===== config.mk =====
export PLATFORM = sky130hd
export DESIGN_NAME = b2b_board_receiver_flat
export DESIGN_NICKNAME = d
export VERILOG_FILES = /design/src/rtl/b2b_board_receiver_if.sv /design/src/rtl/b2b_board_receiver.sv /design/src/flat_wrapper.sv
export SDC_FILE = /design/constraint.sdc
export NUM_CORES = 1
export LEC_CHECK = 0
export CELL_PAD_IN_SITES_DETAIL_PLACEMENT = 2
export CELL_PAD_IN_SITES_GLOBAL_PLACEMENT = 2
export CORE_UTILIZATION = 40
export DETAILED_ROUTE_END_ITERATION = 6
export PLACE_DENSITY_LB_ADDON = 0.3
export SLEW_MARGIN = 30
export SYNTH_ARGS = -nofsm -noshare
export SYNTH_HDL_FRONTEND = slang
export SYNTH_SLANG_ARGS = --single-unit
export TNS_END_PERCENT = 5

===== constraint.sdc =====
create_clock -name clock -period 10.09 [get_ports clock]
set_clock_uncertainty 0.15 [all_clocks]
set_input_delay 2.018 -clock clock [delete_from_list [all_inputs] [get_ports clock]]
set_output_delay 2.018 -clock clock [all_outputs]
set_load 0.01 [all_outputs]

===== src/rtl/b2b_board_receiver_if.sv =====
// b2b_board_receiver_if: SpyBuffer read side (fifo_*) and downstream handshake (out_*); master = receiver, slave = environment
interface b2b_board_receiver_if #(
  parameter int DATA_WIDTH = 65
);
  logic [DATA_WIDTH-1:0] fifo_data;
  logic                  fifo_empty;
  logic                  fifo_read_enable;
  logic [DATA_WIDTH-1:0] out_data;
  logic                  out_valid;
  logic                  out_ready;
  logic                  out_sop;
  logic                  out_eop;
  logic                  out_error;
  modport master (
    input  fifo_data, fifo_empty, out_ready,
    output fifo_read_enable, out_data, out_valid, out_sop, out_eop, out_error
  );
  modport slave (
    output fifo_data, fifo_empty, out_ready,
    input  fifo_read_enable, out_data, out_valid, out_sop, out_eop, out_error
  );
endinterface


===== src/rtl/b2b_board_receiver.sv =====
// b2b_board_receiver: frames SpyBuffer words into header/payload/footer events; ports clock, reset, bus (fifo read + out handshake), event_count, error_count
module b2b_board_receiver #(
  parameter int DATA_WIDTH = 65,
  parameter int CNT_WIDTH  = 16
) (
  input  logic                  clock,
  input  logic                  reset,
  b2b_board_receiver_if.master  bus,
  output logic [CNT_WIDTH-1:0]  event_count,
  output logic [CNT_WIDTH-1:0]  error_count
);
  typedef enum logic {WAIT_HDR, PAYLOAD} state_e;
  state_e                state_q, state_d;
  logic                  rd_q;
  logic [2:0]            cnt_q;
  logic [1:0]            wp_q, rp_q;
  logic [DATA_WIDTH+2:0] mem_q [4];
  logic [CNT_WIDTH-1:0]  wc_q, wc_d, ev_q, ev_d, er_q, er_d;
  logic                  meta, hdr, ftr, in_pay, fwd, drop, sop, eop, err, live, pop, unused_ok;
  always_comb begin
    meta      = bus.fifo_data[DATA_WIDTH-1];
    hdr       = rd_q && meta && bus.fifo_data[63:56] == 8'hAB;
    ftr       = rd_q && meta && bus.fifo_data[63:56] == 8'hCD;
    in_pay    = state_q == PAYLOAD;
    fwd       = hdr || (rd_q && in_pay);
    drop      = rd_q && !in_pay && !hdr;
    sop       = hdr;
    eop       = in_pay && ftr;
    err       = (hdr && in_pay) || (eop && (bus.fifo_data[15:0] != 16'(wc_q) || &wc_q));
    state_d   = hdr ? PAYLOAD : eop ? WAIT_HDR : state_q;
    wc_d      = hdr ? '0 : (rd_q && in_pay && !ftr && !(&wc_q)) ? wc_q + CNT_WIDTH'(1) : wc_q;
    ev_d      = ev_q + CNT_WIDTH'(eop);
    er_d      = er_q + CNT_WIDTH'(drop || err);
    live      = cnt_q != 3'd0 && !reset;
    pop       = live && bus.out_ready;
    unused_ok = ^bus.fifo_data;
  end
  assign bus.fifo_read_enable = !reset && !bus.fifo_empty && (cnt_q + 3'(rd_q)) < 3'd4;
  assign bus.out_valid = live;
  assign {bus.out_error, bus.out_eop, bus.out_sop, bus.out_data} = live ? mem_q[rp_q] : '0;
  assign event_count = reset ? '0 : ev_q;
  assign error_count = reset ? '0 : er_q;
  always_ff @(posedge clock) begin
    if (reset) begin
      state_q <= WAIT_HDR;
      rd_q    <= 1'b0;
      cnt_q   <= '0;
      wp_q    <= '0;
      rp_q    <= '0;
      wc_q    <= '0;
      ev_q    <= '0;
      er_q    <= '0;
    end else begin
      state_q <= state_d;
      rd_q    <= bus.fifo_read_enable;
      cnt_q   <= cnt_q + 3'(fwd) - 3'(pop);
      wp_q    <= wp_q + 2'(fwd);
      rp_q    <= rp_q + 2'(pop);
      wc_q    <= wc_d;
      ev_q    <= ev_d;
      er_q    <= er_d;
    end
    if (fwd) mem_q[wp_q] <= {err, eop, sop, bus.fifo_data};
  end
endmodule


===== src/flat_wrapper.sv =====
// flat-port wrapper written by rule: the top's interface ports become plain ports
module b2b_board_receiver_flat 
#(
  parameter int DATA_WIDTH = 65,
  parameter int CNT_WIDTH  = 16
)
  (clock, reset, event_count, error_count, bus_fifo_data, bus_fifo_empty, bus_out_ready, bus_fifo_read_enable, bus_out_data, bus_out_valid, bus_out_sop, bus_out_eop, bus_out_error);
  b2b_board_receiver_if #(.DATA_WIDTH(DATA_WIDTH)) bus_i ();
  input  logic clock;
  input  logic reset;
  output logic [CNT_WIDTH-1:0] event_count;
  output logic [CNT_WIDTH-1:0] error_count;
  input wire logic [$bits(bus_i.fifo_data)-1:0] bus_fifo_data;
  input wire logic [$bits(bus_i.fifo_empty)-1:0] bus_fifo_empty;
  input wire logic [$bits(bus_i.out_ready)-1:0] bus_out_ready;
  output wire logic [$bits(bus_i.fifo_read_enable)-1:0] bus_fifo_read_enable;
  output wire logic [$bits(bus_i.out_data)-1:0] bus_out_data;
  output wire logic [$bits(bus_i.out_valid)-1:0] bus_out_valid;
  output wire logic [$bits(bus_i.out_sop)-1:0] bus_out_sop;
  output wire logic [$bits(bus_i.out_eop)-1:0] bus_out_eop;
  output wire logic [$bits(bus_i.out_error)-1:0] bus_out_error;
  assign bus_i.fifo_data = bus_fifo_data;
  assign bus_i.fifo_empty = bus_fifo_empty;
  assign bus_i.out_ready = bus_out_ready;
  assign bus_fifo_read_enable = bus_i.fifo_read_enable;
  assign bus_out_data = bus_i.out_data;
  assign bus_out_valid = bus_i.out_valid;
  assign bus_out_sop = bus_i.out_sop;
  assign bus_out_eop = bus_i.out_eop;
  assign bus_out_error = bus_i.out_error;
  b2b_board_receiver #(.DATA_WIDTH(DATA_WIDTH), .CNT_WIDTH(CNT_WIDTH)) u_core (.clock(clock), .reset(reset), .bus(bus_i), .event_count(event_count), .error_count(error_count));
endmodule

==> flow_metrics.py <==
metrics = {
    "pwr": {
        "netSwitchingFraction_pct": 22.4,
        "power.share.sequential_pct": 48.0,
        "p_int_mw": 2.41,
        "p_sw_uw": 695,
        "total_power_mw": 3.11,
        "vdd.ir_drop.worst_mv": 0.0963,
        "clock_power_share_pct": 41.1,
        "pwr_density_cell_nw_per_um2": 187,
        "share_comb_of_total_power_pct": 10.9,
        "power.leakage_nw": 5.35,
    },
    "cells_and_area": {
        "final_cell_area_um2": 16600,
        "filler_cell_count": 2991,
        "fin_nets": 1046,
        "areaGrowthSynthToFinish_pct": 25.4,
        "final_cell_count_no_fill": 1440,
        "drive_above_1_share_pct": 14.1,
    },
    "timing": {
        "layout_min_cycle_time_ps": 6170,
        "timing.final.max_slew_violations": 0,
        "portion_of_the_clock_cycle_consumed_by_the_worst_path_in_the_final_layout_pct": 61.1,
        "rsz_0062_raised_after_global_routing": "false",
        "achievable_clock_frequency_ghz": 0.162,
        "worst_slew_pin_slew_ps": 897,
        "final-hold-violation-count": 0,
        "setup_tns_ps": 0,
        "timing.max_slew.rel_slack_pct": 40.2,
        "finalSetupViolations": 0,
    },
    "setup_path": {
        "worstSetupStartpoint": "reset",
        "r2r_slack_ps": 6570,
        "timing.critical_path.fanout_max": 76,
        "ff2ff_path_depth": 12,
        "r2r_end": "u_core.er_q[14]",
        "crit_path_start_kind": "input pin",
        "r2r-start": "u_core.wc_q[0]",
        "critical_path_destination": "bus_out_data[15]",
        "critical_setup_path_kind": "input pin to output port",
        "cp-end-kind": "output port",
        "cp.arrival_ps": 4000,
        "data_required_time_at_the_worst_endpoint_ps": 7920,
    },
    "detailed_routing": {
        "drt_first_pass_iters": 5,
        "initial_drc_count": 354,
        "wl_per_cell_um": 22.4,
        "detail_route.vias_per_cell": 5.11,
        "final_ant_viol_nets": 0,
        "post-route-drc-count": 0,
        "via_count": 7365,
        "postRouteWirelength_um": 32200,
    },
    "placement": {
        "dpl.cell_count": 1370,
        "dp_hpwl_um": 20100,
        "post_dp_cell_area_um2": 15400,
        "io_buffer_count": 170,
        "finalWeightedCongestion": 0.726,
    },
    "logic_synthesis": {
        "synth_top_cell_area_share_pct": 61.7,
        "synth_nets": 866,
        "ys.warnings.count": 0,
        "synth_area_um2": 13200,
        "synth.top_cells.by_area": "sky130_fd_sc_hd__edfxtp_1 62%, sky130_fd_sc_hd__mux4_2 12%, sky130_fd_sc_hd__dfxtp_1 8.6%, sky130_fd_sc_hd__and2_1 3.5%, sky130_fd_sc_hd__xor2_1 3.1%",
        "synth_edf_count": 272,
        "main_flop_type_after_synthesis": "sky130_fd_sc_hd__edfxtp_1",
        "synth.largest_area_cell": "sky130_fd_sc_hd__edfxtp_1",
        "synth.lib_cells_used.distinct": 39,
        "avgSynthCellArea_um2": 16.8,
        "yosysSeqAreaShare_pct": 70.4,
        "post-synth-top-count-cell": "sky130_fd_sc_hd__edfxtp_1",
        "synth_cells": 787,
        "synth.cells.most_frequent": "272 x sky130_fd_sc_hd__edfxtp_1, 74 x sky130_fd_sc_hd__and2_1, 68 x sky130_fd_sc_hd__mux4_2",
        "asyncSetResetFlopFracSynth_pct": 0,
        "ys_ff_latch": 329,
    },
    "clocking": {
        "cts.hold.buffers_added": 0,
        "tritoncts.num_buffers": 37,
        "clkLatencyLatePin_ps": 510,
        "cts.root.buffer_cell": "sky130_fd_sc_hd__clkbuf_16",
        "tritoncts_clock_tree": "yes",
        "post_cts.resized_instances": 0,
        "clkTransAtPathRegs_ps": 60,
        "post_cts_buffers": 0,
        "ctsLongestPathBuffers": 3,
        "cts_sinks": 329,
        "h-tree-depth": 2,
    },
    "floorplanning": {
        "rows": 66,
        "die_area_um2": 33800,
        "dieWidth_um": 184,
        "die_height_um": 184,
        "num_io_pins": 171,
        "floorplan.core_area_um2": 32500,
        "initial_core_util_pct": 40.7,
    },
    "job": {
        "cap_viol_max_count": 0,
    },
    "global_route": {
        "first_global_vias": 8005,
        "grt_antenna_before_repair": 3,
        "maximum_number_of_pins_on_one_net_before_global_route_repair": 77,
        "grt.overflow.total": 0,
        "globalRouteTotalUtil_pct": 19.3,
        "grt_pass1_wl_um": 49000,
    },
    "min_path": {
        "number_of_cells_on_the_worst_hold_path": 2,
        "min_path_type": "register to register",
    },
    "outcome": {
        "outcome": "complete, no violations",
    },
}
[final cells by class]
| class | instances | area, um2 | share of cell area, % |
|---|---|---|---|
| Clock buffer | 48 | 1030 | 6.21 |
| Timing Repair Buffer | 178 | 1770 | 10.7 |
| Tap cell | 442 | 553 | 3.33 |
| Antenna cell | 3 | 7.51 | 0.0453 |
| Multi-Input combinational cell | 414 | 3770 | 22.7 |
| Sequential cell | 329 | 9320 | 56.2 |
| Clock inverter | 19 | 120 | 0.724 |
| Inverter | 7 | 26.3 | 0.158 |
[layout by cell type (no fill, tap or decap), types with 3 or more instances in the layout]
master and instances:
sky130_fd_sc_hd__nor2_1 46, sky130_fd_sc_hd__nand2_1 23, sky130_fd_sc_hd__dfxtp_1 55, sky130_fd_sc_hd__nand3_1 20
sky130_fd_sc_hd__and2_1 74, sky130_fd_sc_hd__and3_1 4, sky130_fd_sc_hd__xor2_1 47, sky130_fd_sc_hd__buf_6 3
sky130_fd_sc_hd__a21oi_1 6, sky130_fd_sc_hd__clkdlybuf4s50_1 169, sky130_fd_sc_hd__nand4_1 14, sky130_fd_sc_hd__xnor2_1 11
sky130_fd_sc_hd__nor3_1 10, sky130_fd_sc_hd__clkinv_2 8, sky130_fd_sc_hd__clkinv_1 8, sky130_fd_sc_hd__diode_2 3
sky130_fd_sc_hd__clkbuf_1 7, sky130_fd_sc_hd__mux4_2 68, sky130_fd_sc_hd__nand4b_1 3, sky130_fd_sc_hd__nand2b_1 3
sky130_fd_sc_hd__nor4_1 6, sky130_fd_sc_hd__nor2b_1 38, sky130_fd_sc_hd__edfxtp_1 272, sky130_fd_sc_hd__inv_1 7
sky130_fd_sc_hd__clkbuf_16 39, sky130_fd_sc_hd__o21ai_0 7, sky130_fd_sc_hd__or4_1 4, sky130_fd_sc_hd__or3_1 4
sky130_fd_sc_hd__ha_1 9, sky130_fd_sc_hd__buf_4 5
[power by group through the flow]
| stage | registers, mW | clock network [mW] | logic [mW] |
|---|---|---|---|
| 2_1_floorplan | 1.51 | 0 | 0.179 |
| 3_3_place_gp | 1.52 | 0 | 0.331 |
| 3_5_place_dp | 1.52 | 0 | 0.344 |
| 4_1_cts | 1.49 | 1.31 | 0.345 |
| 5_1_grt | 1.50 | 1.35 | 0.364 |
| 6_report | 1.49 | 1.28 | 0.337 |
[kinds of logic after synthesis]
logic type / count (synthesis) / synth area share, %
fa+ha+maj: 10 / 1.00
mux: 68 / 11.6
buf+inv: 44 / 1.45
xor+xnor: 58 / 3.84
flops: 329 / 70.4
compound gates: 18 / 0.794
simple gates: 260 / 11.0
[metal layers]
metal | track usage (%) | up-vias | wire, um | share of wire, %
li1 | - | 3348 | - | -
met1 | 24.8 | 3812 | 13900 | 43
met2 | 33.6 | 170 | 16500 | 51
met3 | 3.53 | 35 | 1370 | 4.2
met4 | 5.20 | 0 | 440 | 1.4
met5 | 0 | - | 0 | 0
[state kept, by name, indices dropped and copies added, names as in the netlist]
register       count
u_core.rp_q        2
u_core.rd_q        1
u_core.cnt_q       3
u_core.er_q       16
u_core.mem_q     272
u_core.wc_q       16
u_core.wp_q        2
u_core.ev_q       16
u_core.in_pay      1
[worst max-delay path, cell delays in order]
cell and delay [ps]:
sky130_fd_sc_hd__buf_2 90, sky130_fd_sc_hd__buf_4 340, sky130_fd_sc_hd__nor2_4 170, sky130_fd_sc_hd__buf_4 520
sky130_fd_sc_hd__and2_1 230, sky130_fd_sc_hd__clkdlybuf4s50_1 580
[metrics by stage]
stage          setup WS, ps  hold slack (ps)  util, %
2_1_floorplan          1750              317        -
3_3_place_gp           3960              335     47.4
3_5_place_dp           3840              347     47.4
4_1_cts                3860              358     51.0
5_1_grt                3750              390     51.0
6_report               3920              356     51.0
[how the worst min path moves through the flow]
stage / startpoint / to / slack [ps]
floorplan: u_core.er_q[6] / u_core.er_q[6] / 320
global placement: u_core.er_q[6] / u_core.er_q[6] / 330
detailed placement: u_core.er_q[15] / u_core.er_q[15] / 350
CTS: u_core.er_q[6] / u_core.er_q[6] / 360
global route: u_core.er_q[6] / u_core.er_q[6] / 390
finish: u_core.er_q[15] / u_core.er_q[15] / 360
(Power assumes the default switching activity.)
